**config.mk**
```make
export PLATFORM = sky130hd
export DESIGN_NAME = opb_register_bank_ppc2simulink
export DESIGN_NICKNAME = d
export VERILOG_FILES = /design/src/rtl/opb_register_bank_ppc2simulink.sv
export SDC_FILE = /design/constraint.sdc
export NUM_CORES = 1
export LEC_CHECK = 0
export ABC_AREA = 1
export BUFFER_PORTS_ARGS = -buffer_cell sky130_fd_sc_hd__buf_2
export CAP_MARGIN = 20
export CORE_MARGIN = 3
export CORE_UTILIZATION = 56
export CTS_CLUSTER_SIZE = 20
export DETAILED_ROUTE_END_ITERATION = 10
export PLACE_DENSITY = 0.86
export SLEW_MARGIN = 20
export SYNTH_ARGS = -nofsm -noshare
export SYNTH_HDL_FRONTEND = slang
export SYNTH_SLANG_ARGS = --single-unit
```
**constraint.sdc**
```tcl
create_clock -name OPB_Clk -period 2.2 [get_ports OPB_Clk]
set_input_delay 0.11 -clock OPB_Clk [delete_from_list [all_inputs] [get_ports OPB_Clk]]
set_output_delay 0.11 -clock OPB_Clk [all_outputs]
set_load 0.005 [all_outputs]
```
**src/rtl/opb_register_bank_ppc2simulink.sv**
```systemverilog
// OPB slave giving the PowerPC a bank of 32-bit control registers for the fabric,
// with byte enables, read-back, per-register write strobes and self-clearing pulse mode.
module opb_register_bank_ppc2simulink #(
  parameter logic [31:0] C_BASEADDR   = 32'hFFFF_FFFF,
  parameter logic [31:0] C_HIGHADDR   = 32'h0000_0000,
  parameter int          C_OPB_AWIDTH = 32,
  parameter int          C_OPB_DWIDTH = 32,
  parameter int          C_NUM_REGS   = 4,
  parameter logic [63:0] C_PULSE_MASK = 64'd0,
  parameter int          C_PULSE_LEN  = 1,
  parameter string       C_FAMILY     = "virtex5"
) (
  input  logic                        OPB_Clk,
  input  logic                        OPB_Rst,
  input  logic [0:C_OPB_AWIDTH-1]     OPB_ABus,
  input  logic [0:3]                  OPB_BE,
  input  logic [0:C_OPB_DWIDTH-1]     OPB_DBus,
  input  logic                        OPB_RNW,
  input  logic                        OPB_select,
  input  logic                        OPB_seqAddr,
  output logic [0:C_OPB_DWIDTH-1]     Sl_DBus,
  output logic                        Sl_xferAck,
  output logic                        Sl_errAck,
  output logic                        Sl_retry,
  output logic                        Sl_toutSup,
  output logic [32*C_NUM_REGS-1:0]    user_data_out,
  output logic [C_NUM_REGS-1:0]       user_strobe
);

  localparam int                      IW         = C_OPB_AWIDTH - 2;
  localparam logic [C_OPB_AWIDTH-1:0] BASE       = C_OPB_AWIDTH'(C_BASEADDR);
  localparam logic [C_OPB_AWIDTH-1:0] HIGH       = C_OPB_AWIDTH'(C_HIGHADDR);
  localparam logic [15:0]             PULSE_LEN  = 16'(C_PULSE_LEN);
  localparam logic                    FAMILY_SET = (C_FAMILY != "");

  typedef enum logic [1:0] {
    S_IDLE = 2'd0,
    S_ACK  = 2'd1,
    S_WAIT = 2'd2
  } state_t;

  state_t                            state_q;
  logic                              hit_q;
  logic                              rnw_q;
  logic [3:0]                        be_q;
  logic [31:0]                       wdata_q;
  logic [IW-1:0]                     idx_q;
  logic                              ack_q;
  logic [31:0]                       rdata_q;
  logic [C_NUM_REGS-1:0][31:0]       regs_q, regs_d;
  logic [C_NUM_REGS-1:0][15:0]       cnt_q, cnt_d;
  logic [C_NUM_REGS-1:0]             strobe_q, strobe_d;

  logic [C_OPB_AWIDTH-1:0]           addr_s;
  logic [C_OPB_AWIDTH-1:0]           offset_s;
  logic                              hit_s;
  logic                              wr_s;
  logic [31:0]                       rd_s;
  logic                              unused_ok;

  assign addr_s    = OPB_ABus;
  assign offset_s  = addr_s - BASE;
  assign hit_s     = OPB_select && (addr_s >= BASE) && (addr_s <= HIGH);
  assign wr_s      = (state_q == S_ACK) && !rnw_q;
  assign unused_ok = ^{OPB_seqAddr, FAMILY_SET, offset_s[1:0]};

  // Read mux; indices past the bank fall through to zero.
  always_comb begin
    rd_s = 32'd0;
    for (int k = 0; k < C_NUM_REGS; k++) begin
      rd_s = (idx_q == IW'(k)) ? regs_q[k] : rd_s;
    end
  end

  // Register bank next state: byte-enabled commit, strobe, pulse countdown.
  always_comb begin
    regs_d   = regs_q;
    cnt_d    = cnt_q;
    strobe_d = '0;
    for (int k = 0; k < C_NUM_REGS; k++) begin
      if (wr_s && (idx_q == IW'(k))) begin
        strobe_d[k] = 1'b1;
        for (int b = 0; b < 4; b++) begin
          regs_d[k][8*b +: 8] = be_q[b] ? wdata_q[8*b +: 8] : regs_q[k][8*b +: 8];
        end
        cnt_d[k] = C_PULSE_MASK[k] ? PULSE_LEN : 16'd0;
      end else if (C_PULSE_MASK[k] && (cnt_q[k] == 16'd1)) begin
        regs_d[k] = 32'd0;
        cnt_d[k]  = 16'd0;
      end else if (cnt_q[k] != 16'd0) begin
        cnt_d[k] = cnt_q[k] - 16'd1;
      end else begin
        regs_d[k] = regs_q[k];
      end
    end
  end

  // Register bank flops; reset wins over a coincident commit.
  always_ff @(posedge OPB_Clk) begin
    if (OPB_Rst) begin
      regs_q   <= '0;
      cnt_q    <= '0;
      strobe_q <= '0;
    end else begin
      regs_q   <= regs_d;
      cnt_q    <= cnt_d;
      strobe_q <= strobe_d;
    end
  end

  // Transfer FSM: one ack per select assertion, request captured while idle.
  always_ff @(posedge OPB_Clk) begin
    if (OPB_Rst) begin
      state_q <= S_IDLE;
      hit_q   <= 1'b0;
      rnw_q   <= 1'b0;
      be_q    <= 4'd0;
      wdata_q <= 32'd0;
      idx_q   <= '0;
      ack_q   <= 1'b0;
      rdata_q <= 32'd0;
    end else begin
      hit_q <= hit_s && (state_q == S_IDLE);
      if ((state_q == S_IDLE) && !hit_q) begin
        rnw_q   <= OPB_RNW;
        be_q    <= OPB_BE;
        wdata_q <= OPB_DBus;
        idx_q   <= offset_s[C_OPB_AWIDTH-1:2];
      end
      case (state_q)
        S_IDLE: begin
          if (hit_q) begin
            state_q <= S_ACK;
            ack_q   <= 1'b1;
            rdata_q <= rnw_q ? rd_s : 32'd0;
          end else begin
            ack_q   <= 1'b0;
            rdata_q <= 32'd0;
          end
        end
        S_ACK: begin
          state_q <= S_WAIT;
          ack_q   <= 1'b0;
          rdata_q <= 32'd0;
        end
        S_WAIT: begin
          if (!OPB_select) begin
            state_q <= S_IDLE;
          end
          ack_q   <= 1'b0;
          rdata_q <= 32'd0;
        end
        default: begin
          state_q <= S_IDLE;
          ack_q   <= 1'b0;
          rdata_q <= 32'd0;
        end
      endcase
    end
  end

  assign Sl_xferAck    = ack_q;
  assign Sl_DBus       = rdata_q;
  assign Sl_errAck     = 1'b0;
  assign Sl_retry      = 1'b0;
  assign Sl_toutSup    = 1'b0;
  assign user_data_out = regs_q;
  assign user_strobe   = strobe_q;

endmodule

```
# After elaboration in Yosys (flattened, before gate mapping)
# Index checks and enable logic that the tools add are counted.
# totals
ff_bits,235
elab_cells,82
output_inout_bits,168
inputBits,73
# classes
n_reduce_logical,32
eq_ne,7
order_cmp,2
bitwise,3
add_sub_neg,1
mux,12
# op_table
cell,n
$mux W32,4
$eq A30 B2 Y1 const B,2
$reduce_and A2 Y1,17
$ge A32 B32 Y1 const B,1
$le A32 B1 Y1 const B,1
$sub A32 B32 Y32 const B,1
$eq A30 B1 Y1 const B,1
$logic_not A30 Y1,1
$logic_and A1 B1 Y1,9
$pmux W2 S3,1
$mux W1,5
$mux W2,2
$ne A2 B2 Y1 const B,2
$reduce_or A4 Y1,1
$not A1 Y1,3
$eq A2 B1 Y1 const B,1
$eq A2 B2 Y1 const B,1
$logic_not A1 Y1,2
$logic_not A2 Y1,1
$reduce_or A2 Y1,1

# Longest topological paths before layout
# Gate-level depths: netlist of run 1.
# depth
word_depth,5
mapped_depth,10
ltp_nobuf,9

# Least setup slack after synthesis of run 1
# Ideal clock, no wire load.
# synth_timing
path_type,flip-flop to flip-flop
start,register idx_q[21]
end,"register regs_q, in the netlist user_data_out[71]"
path_stages_with_launch,10
t_arrival_ns,1.485
n_path_buf,1
setup_slack_ns,0.605
synth_period_minus_slack_ns,1.595
required_ns,2.090
setup_time_ns,0.110
cell_sequence,dfxtp_1 > nor2_1 > nand2_1 > nor2_1 > nand2_4 > nor2_4 > buf_2 > nand4_1 > nand2_1 > nor2_1
# synth_via
elab_chain_cells,3
# synth_rtl
item,line,source
"start, declared",47,logic [IW-1:0] idx_q;
"start signal, assigned",128,idx_q <= offset_s[C_OPB_AWIDTH-1:2];
$eq A30 B2 Y1,81,if (wr_s && (idx_q == IW'(k))) begin
$logic_and A1 B1 Y1,81,
$reduce_and A2 Y1 (no line),-,
"end signal, assigned",105,regs_q <= regs_d;
"end, declared",50,"logic [C_NUM_REGS-1:0][31:0] regs_q, regs_d;"
# Every way passes these cells.
# A chain may end at the register's enable or synchronous reset.

# Worst setup path after layout of run 1
# layout_timing
start,register idx_q[2]
end,"register regs_q, in the netlist user_data_out[116]"
# The elaborated chain is that of the path after synthesis.

==> impl_results.md, run 1 <==
- Sw power: 2.484 mW
- Sum of negative setup slack: 0 ps
- Reg2reg end: user_data_out[116]
- Total grt overflow: 0
- Synth Area per Inst: 6.333 sq um
- Worst Hold End: idx_q[14]
- Setup ws final: 217.0 ps
- Max-Cap Viols: 0
- Power, Total: 9.798 mW
- Internal: 7.314 mW
- Setup CP Type: reg -> reg
- Reg2reg setup slack: 220 ps
- Worst Path Max Fanout: 17
- Initial DRT Pass Iterations: 5
- Clk_skew: 16.08 ps
- RSZ-0062 raised after global routing: no
- Routed wire per std cell: 14.82 microns
- CTS tree: built
- Max clock buf depth: 3
- Nets: 2205
- CTS Buf Count: 25
- Clock edge transition at the registers on the reported setup and hold paths: 60 ps
- Hold Startpoint: OPB_ABus[15]
- Synth-to-layout area growth: 24.82%
- Post-CTS Setup Inserts: 0
- Total number of vias: 12489
- Worst Hold Class: in -> reg
- Largest net degree at the start of global routing: 170
- Worst-Margin Slew: 772.6 ps
- Yosys cell types: 30
- Ys Warns: 0
- Switching share of power: 0.2535
- Clock root buffer: clkbuf_16
- Worst-skew pair later-pin latency: 530 ps
- CP cell instances: nor2_2 > nand3_1 > nor2_1 > nand2_1 > nor2_8 > buf_4 > nand3_2 > nand2_1 > inv_1 > nor2_1
- DRT iter0 DRCs: 873
- Setup crit start kind: flip-flop
- Num ports: 241
- Max-slew violations: 0
- Final period util: 0.9014
- Clock Power Share: 0.442
- Combinational power share: 0.102
- Flop pwr share: 0.456
- # DRC: 0
- Worst-case reg-to-reg path depth: 10
- Share of cells above drive strength 1: 0.1628
- Final Critical Period: 1983 ps
- Power density over the cells: 666.1 nW/um^2
- Crit path max-delay family: simple AND/OR/NAND/NOR gates
- Worst path slowest cell: dfxtp_1
- Initial cell density of the core: 0.5769
- WP data required: 2660 ps
- Status: completed
- Setup WS pre-CTS: 242.8 ps
- TritonCTS sink count: 235
- DPL Wire Length: 23910 microns
- Vias per inst: 5.161
- Max_slew headroom: 0.4849
- CP arrival: 2450 ps
- R2R Path Start: idx_q[2]
- Htree depth: 1
- F_max: 504.3 MHz
- Fraction of the yosys area taken by sequential cells: 0.3992
- Die area: 22820 sq um
- Post-Syn Area: 11790 sq um
- Critical Path Max Stage Delay: 320 ps
- First-pass GRT wire length: 56850 microns
- Placeable core region: 20430 sq um
- Port bufs: 236
- All-Layer GR Usage: 0.3051
- P_leak: 7.627 nW
- Critical path capture point type: flip-flop
- Register bit total from synthesis: 235
- Cells after Synth: 1861
- Die W: 151.1 microns
- Hold violation count in the final report: 0
- WHS Path Cells: 5
- Peak supply drop: 525.4 uV
- GPL Wtd Cong: 0.9230
- Antenna Nets Post-Route: 0
- WP buf/inv: 2
- Die height: 151.1 microns
- Antenna violations before repair: 0
- Rows: 52
- Final setup fails: 0
- Vias in the first global route: 11468
- Routed wire length: 35880 microns
- Ant. Diodes: 0
-- how the worst max path moves through the flow --
stage | startpoint | endpoint | slack [ps] | depth (start not counted)
floorplan | idx_q[21] | user_data_out[71] | 610 | 9
finish | idx_q[2] | user_data_out[116] | 220 | 10
CTS | idx_q[6] | user_data_out[116] | 230 | 10
detailed placement | idx_q[6] | user_data_out[116] | 240 | 10
global route | idx_q[6] | user_data_out[112] | 20 | 10
global placement | idx_q[17] | user_data_out[115] | 290 | 10
-- metrics by stage --
step                        util  hold WS, ps  area, sq um  std cells
after global placement    0.6489        333.2        13260       2314
after detailed placement  0.6489        340.9        13260       2314
after CTS                 0.7201        6.147        14710       2420
final                     0.7201        22.52        14710       2420
after floorplan                -        244.9        11800       1864
after global routing      0.7201        51.30        14710       2420
-- final cells by class --
cell class | instances | area (sq um)
inverter | 334 | 1256
fill | 1667 | 5719
sequential | 235 | 4705
clock buffer | 36 | 706.9
tap | 270 | 337.8
timing repair buffer | 339 | 2157
multi-input combinational | 1197 | 5413
clock inverter | 9 | 135.1
-- per-layer routing --
layer,vias to the layer above,part of all wire,GRT usage
met5,-,0,0
met4,0,0.033,0.1083
met3,94,0.083,0.04488
met2,554,0.48,0.5276
met1,5594,0.40,0.3883
li1,6247,-,-
-- power by group through the flow --
stage,clock (mW),combinational (mW),sequential [mW]
finish,4.33,0.995,4.47
CTS,4.37,0.976,4.47
floorplan,0,0.620,4.52
global placement,0,0.868,4.55
global route,4.55,1.10,4.48
detailed placement,0,0.888,4.56
-- logic make-up (layout without fill, tap and decap cells) --
group / Yosys count / in the layout / share of synthesized area
DFF: 235 / 235 / 0.3992
and+or+nand+nor: 1060 / 1060 / 0.3980
xor gates and xnor gates: 2 / 2 / 0.001487
other: 1 / 4 / 0.0003182
AOI/OAI and AO/OA: 131 / 131 / 0.05691
buffers and inverters: 432 / 718 / 0.1441
-- worst register-to-register path: stages, from the launching register on --
cell and delay (ps):
dfxtp_1 320, nor2_2 240, nand3_1 110, nor2_1 110, nand2_1 130, nor2_8 170
buf_4 290, nand3_2 260, nand2_1 130, inv_1 40, nor2_1 100
-- repair_timing --
item                                    4_1_cts  5_1_grt
hold buffers                                 61        0
endpoints found under the setup margin        0        0
gates resized for setup                       0        0
hold endpoints to repair                     61        0
-- synthesized netlist by cell type (all sizes together) --
master	n	area, sq um
nand2	476	1794
clkinv	1	3.750
clkbuf	51	191.4
o21ai	83	415.4
nand3	122	800.8
dfxtp	235	4705
buf	47	252.7
nand4	98	613.1
o211ai	3	22.52
conb	1	3.750
inv	333	1250
a211oi	3	22.52
a21oi	42	210.2
nor3b	3	27.52
nor3	19	106.4
xor2	2	17.52
nor2	342	1349
-- flip-flops by register name, indices dropped and copies added (netlist names) --
| register | cells |
|---|---|
| Sl_xferAck | 1 |
| user_data_out | 128 |
| state_q | 2 |
| idx_q | 30 |
| wdata_q | 32 |
| user_strobe | 4 |
| hit_q | 1 |
| rnw_q | 1 |
| Sl_DBus | 32 |
| be_q | 4 |
-- layout by cell type, fill, tap and decap left out, drive strengths merged --
cell type | netlist | final
a211oi | 3 | 3
buf | 47 | 278
o211ai | 3 | 3
a21oi | 42 | 42
clkinv | 1 | 5
dlygate4sd3 | 0 | 61
nor2 | 342 | 342
nand2 | 476 | 476
inv | 333 | 335
clkbuf | 51 | 36
nand4 | 98 | 98
nor3 | 19 | 19
bufinv | 0 | 3
conb | 1 | 4
dfxtp | 235 | 235
xor2 | 2 | 2
nor3b | 3 | 3
o21ai | 83 | 83
nand3 | 122 | 122
No activity file was read; power rests on OpenSTA's default activity.
==> inputs of run 2 (changes only) <==
ABC_CLOCK_PERIOD_IN_PS = 2200   (was not set)
CELL_PAD_IN_SITES_DETAIL_PLACEMENT = 0   (was not set)
CELL_PAD_IN_SITES_GLOBAL_PLACEMENT = 1   (was not set)
CORE_UTILIZATION = 38   (was 56)
PLACE_DENSITY = 0.85   (was 0.86)
==> run 2 against run 1 <==
Flip-flop and latch count unchanged. Maximum frequency up 2.9%. Via count is 4.2% lower. Die area increased by 45%. Routed wire length up 7.6%. Global-route usage fell by 8.2 points. Sequential share of layout area fell by 0.64 points. Total power rose by 0.31%. Critical endpoint is now user_data_out[41]. Largest cell class unchanged.
==> impl_results.md, run 2 (same netlist as run 1, synthesis figures left out) <==
- Levels on crit path: 10
- WP data required: 2670 ps
- Reg2reg setup slack: 270 ps
- Clock root buffer: clkbuf_16
- Routed wire length: 38600 microns
- Nets: 2216
- Final setup fails: 0
- Die W: 182.1 microns
- Rows: 63
- Total grt overflow: 0
- Worst Path Max Fanout: 19
- DRT iter0 DRCs: 682
- Share of cells above drive strength 1: 0.1631
- Vias per inst: 4.695
- Htree depth: 1
- Antenna Nets Post-Route: 0
- P_leak: 7.674 nW
- Power density over the cells: 654.7 nW/um^2
- TritonCTS sink count: 235
- Initial cell density of the core: 0.3914
- Die height: 182.1 microns
- Routed wire per std cell: 15.15 microns
- Max clock buf depth: 3
- Peak supply drop: 628.3 uV
- Largest net degree at the start of global routing: 148
- Critical Path Max Stage Delay: 310 ps
- # DRC: 0
- Critical Path Source: idx_q[21]
- Sum of negative setup slack: 0 ps
- Antenna violations before repair: 0
- Placeable core region: 30110 sq um
- Critical path capture point type: flip-flop
- RSZ-0062 raised after global routing: no
- CP arrival: 2390 ps
- Worst path most repeated cell: nor2_1
- DPL Wire Length: 26370 microns
- Worst Hold Class: in -> reg
- Vias in the first global route: 11110
- Hold violation count in the final report: 0
- Initial DRT Pass Iterations: 5
- Util after Layout: 0.4985
- WP buf/inv: 2
- Seq. cell area: 4705 sq um
- CTS Buf Count: 27
- Setup WS pre-CTS: 199.0 ps
- Die area: 33160 sq um
- Commonest non-fill, non-tap cells in the layout: nand2_1, inv_1, nor2_1
- All-Layer GR Usage: 0.2234
- Final period util: 0.8757
- CTS tree: built
- Worst-Margin Slew: 693.1 ps
- Worst-case reg-to-reg path depth: 10
- Ant. Diodes: 0
- Power, Total: 9.828 mW
- Multi-input logic area: 5433 sq um
- F_max: 519.1 MHz
- Max reg flops: 128
- Worst path slowest cell: dfxtp_1
- Clk_skew: 14.13 ps
- Total number of vias: 11963
- Final Critical Period: 1927 ps
- Status: completed
- Setup CP Type: reg -> reg
- Worst-skew pair later-pin latency: 540 ps
- Clock edge transition at the registers on the reported setup and hold paths: 60 ps
- GPL Wtd Cong: 0.8880
- R2R Path Start: idx_q[21]
- Max-Cap Viols: 0
- Setup crit start kind: flip-flop
- Synth-to-layout area growth: 27.38%
- CP Capture Point: user_data_out[41]
- Max-slew violations: 0
- Commonest non-fill, non-tap cell in the layout: nand2_1
- CP cell instances: nor2_1 > nand2_1 > nor2_1 > nand2_4 > nor2_4 > buf_4 > nand3_4 > nand2_1 > inv_1 > nor2_1
- First-pass GRT wire length: 60340 microns
- Max_slew headroom: 0.5379
- FILL cells: 3122
- Reg2reg end: user_data_out[41]
- Setup ws final: 273.4 ps
- Crit path max-delay family: simple AND/OR/NAND/NOR gates
- Port bufs: 236
- Num ports: 241
==> run 2: changes by cell type in the layout (fill, tap and decap cells not counted), moves of 3 or more <==
cell           change
dlygate4sd3_1      +8
nor2_4             +3
buf_12             +4
buf_4              -3
clkinv_2           -3
==> run 2: per-layer routing <==
metal | track usage | part of all wire
met5 | 0 | 0
met4 | 0.06368 | 0.028
met3 | 0.03169 | 0.056
met2 | 0.3636 | 0.45
met1 | 0.3097 | 0.47
==> run 2: worst min path at each step <==
stage / startpoint / endpoint / slack, ps / cells past startpoint
after floorplan: OPB_BE[3] / be_q[0] / 240 / 2
after global placement: OPB_BE[3] / be_q[0] / 340 / 3
after detailed placement: OPB_BE[3] / be_q[0] / 340 / 3
after CTS: OPB_ABus[21] / idx_q[8] / 20 / 6
after global routing: OPB_ABus[31] / idx_q[15] / 50 / 5
final: OPB_ABus[31] / idx_q[15] / 20 / 5
==> run 2: worst register-to-register path, delay by kind of cell (launching register included) <==
family / cells / cell delay [ps]
and+or+nand+nor: 8 / 1230
buffers and inverters: 2 / 330
DFF: 1 / 310
==> run 2: area by class of cell <==
cell class	instances	area share
clock buffers	40	0.05226
clock inverters	4	0.003251
inverters	334	0.08385
multi-input cells	1197	0.3619
flip-flops and latches	235	0.3134
well taps	390	0.03251
repair buffers	348	0.1529
==> run 2: through the flow <==
stage                     hold slack [ps]  cells  cell area [sq um]
after floorplan                     244.9   1864              11800
after global placement              336.7   2431              13440
after detailed placement            341.2   2431              13440
after CTS                           19.41   2545              14970
after global routing                45.99   2548              15010
final                               21.88   2548              15010
==> run 2: timing repair <==
item / in CTS / in global routing
hold endpoints to repair: 76 / 0
gates resized for setup: 0 / 4
buffers inserted: 0 / 4
hold buffers: 70 / 0
setup endpoints to repair: 0 / 10
==> run 2: where the power goes <==
group	switching [mW]	leakage, nW	internal (mW)
clock network	1.78	0.411	2.55
logic	0.684	5.35	0.355
registers	0.0753	1.91	4.38
total	2.54	7.67	7.28
==> inputs of run 3 (changes only) <==
CORE_UTILIZATION = 39   (was 38)
CTS_BUF_LIST = sky130_fd_sc_hd__clkbuf_8   (was not set)
CTS_CLUSTER_SIZE = not set   (was 20)
PLACE_DENSITY = 0.87   (was 0.85)
==> run 3 against run 2 <==
Sequential share of layout area up 0.26 points. Largest power group unchanged. Highest routed layer unchanged. Combinational power about the same. Die area down 2.5%. First-iteration DRC count up 14%. Utilization up 0.24 points. Flip-flop and latch count unchanged. Clock power down 10%. Largest cell class unchanged.
==> impl_results.md, run 3 (same netlist as run 1, synthesis figures left out) <==
- Total grt overflow: 0
- Reg2reg setup slack: 210 ps
- Hold slack: 43.98 ps
- Critical path capture point type: flip-flop
- Routed wire per std cell: 14.57 microns
- Routed wire length: 37370 microns
- All-Layer GR Usage: 0.2221
- Worst-Margin Slew: 719.9 ps
- Max clock buf depth: 3
- Htree depth: 2
- Setup ws final: 198.7 ps
- Placeable core region: 29720 sq um
- Setup WS pre-CTS: 275.4 ps
- DPL Wire Length: 25950 microns
- Sum of negative setup slack: 0 ps
- Critical Path Source: OPB_ABus[22]
- Antenna violations before repair: 0
- Max-slew violations: 0
- Commonest non-fill, non-tap cells in the layout: nand2_1, inv_1, nor2_1
- Status: completed
- P_leak: 7.678 nW
- Max-Cap Viols: 0
- Initial cell density of the core: 0.3966
- Die W: 179.8 microns
- Post-route cell area: 14890 sq um
- R2R Path Start: state_q[1]
- # DRC: 0
- Rows: 63
- Max_slew headroom: 0.5194
- Max reg flops: 128
- Port bufs: 236
- CTS Buf Count: 42
- Final Critical Period: 2001 ps
- Power density over the cells: 630.0 nW/um^2
- Worst Hold Class: in -> reg
- DRT iter0 DRCs: 777
- RSZ-0062 raised after global routing: no
- Power, Total: 9.378 mW
- CTS tree: built
- FILL cells: 3080
- WP data required: 2610 ps
- Placed cell area: 13440 sq um
- Final setup fails: 0
- Ant. Diodes: 0
- Initial DRT Pass Iterations: 6
- TritonCTS sink count: 235
- Share of cells above drive strength 1: 0.1670
- Setup CP Type: in -> reg
- Hold violation count in the final report: 0
- Clock root buffer: clkbuf_8
- Num ports: 241
- Worst-skew pair later-pin latency: 530 ps
- Total number of vias: 12165
- Setup crit start kind: primary input
- Worst Path Max Fanout: 5
- Reg2reg end: wdata_q[7]
- Largest net degree at the start of global routing: 97
- Peak supply drop: 340.7 uV
- First-pass GRT wire length: 59230 microns
- CP arrival: 2420 ps
- Clock edge transition at the registers on the reported setup and hold paths: 60 ps
- Die height: 179.8 microns
- F_max: 499.7 MHz
- GPL Wtd Cong: 0.9346
- Worst-case reg-to-reg path depth: 8
- Die area: 32340 sq um
- CP Capture Point: idx_q[17]
- Clk_skew: 23.17 ps
- Vias in the first global route: 11071
- Antenna Nets Post-Route: 0
- Nets: 2222
- Commonest non-fill, non-tap cell in the layout: nand2_1
- Final period util: 0.9097
- Vias per inst: 4.745
- Synth-to-layout area growth: 26.32%
[run 3: changes by cell type in the layout (fill, tap and decap cells not counted), sizes merged]
cell and change:
clkbuf +10, clkinvlp +1, inv +13, clkinv +1, dlygate4sd3 -4, buf -5
[run 3: layout make-up]
class	instances	area, sq um	area share
multi-input cells	1197	5413	0.3636
flip-flops and latches	235	4705	0.3160
repair buffers	339	2230	0.1498
inverters	334	1259	0.08455
clock buffers	50	688.2	0.04623
well taps	390	488.0	0.03278
clock inverters	19	105.1	0.007060
[run 3: timing repair]
item	CTS	global route
setup endpoints to repair	0	4
gates resized for setup	0	2
endpoints found under the hold margin	69	0
setup buffers	0	0
hold buffers	65	0
[run 3: power by group]
group / switching (mW) / internal (mW) / total, mW
sequential: 0.0815 / 4.38 / 4.46
combinational: 0.673 / 0.349 / 1.02
clock: 1.74 / 2.16 / 3.89
[run 3: critical path: stages]
cell and delay (ps):
dlygate4sd3_1 520, buf_2 110, inv_1 90, nor3_1 490, inv_1 80, nor2_1 200, nand3_1 100, nand2_1 100
a21oi_1 60, dlygate4sd3_1 550
[run 3: worst min-delay path by stage]
stage,startpoint,endpoint,slack (ps),depth (start not counted)
floorplan,OPB_BE[3],be_q[0],240,2
global placement,OPB_BE[2],be_q[1],340,3
detailed placement,OPB_BE[2],be_q[1],350,3
CTS,OPB_ABus[18],idx_q[11],20,5
global route,OPB_ABus[20],idx_q[9],40,5
finish,OPB_ABus[31],idx_q[15],40,5
[run 3: metal layers]
metal / routed length [microns] / global-route usage / share of wire
met1: 17010 / 0.2991 / 0.46
met2: 16950 / 0.3648 / 0.45
met3: 2416 / 0.04128 / 0.065
met4: 997 / 0.06467 / 0.027
met5: 0 / 0 / 0
[run 3: per-stage QoR]
| step | cells | util |
|---|---|---|
| 2_1_floorplan | 1864 | - |
| 3_3_place_gp | 2430 | 0.4523 |
| 3_5_place_dp | 2430 | 0.4523 |
| 4_1_cts | 2564 | 0.5009 |
| 5_1_grt | 2564 | 0.5009 |
| 6_report | 2564 | 0.5009 |
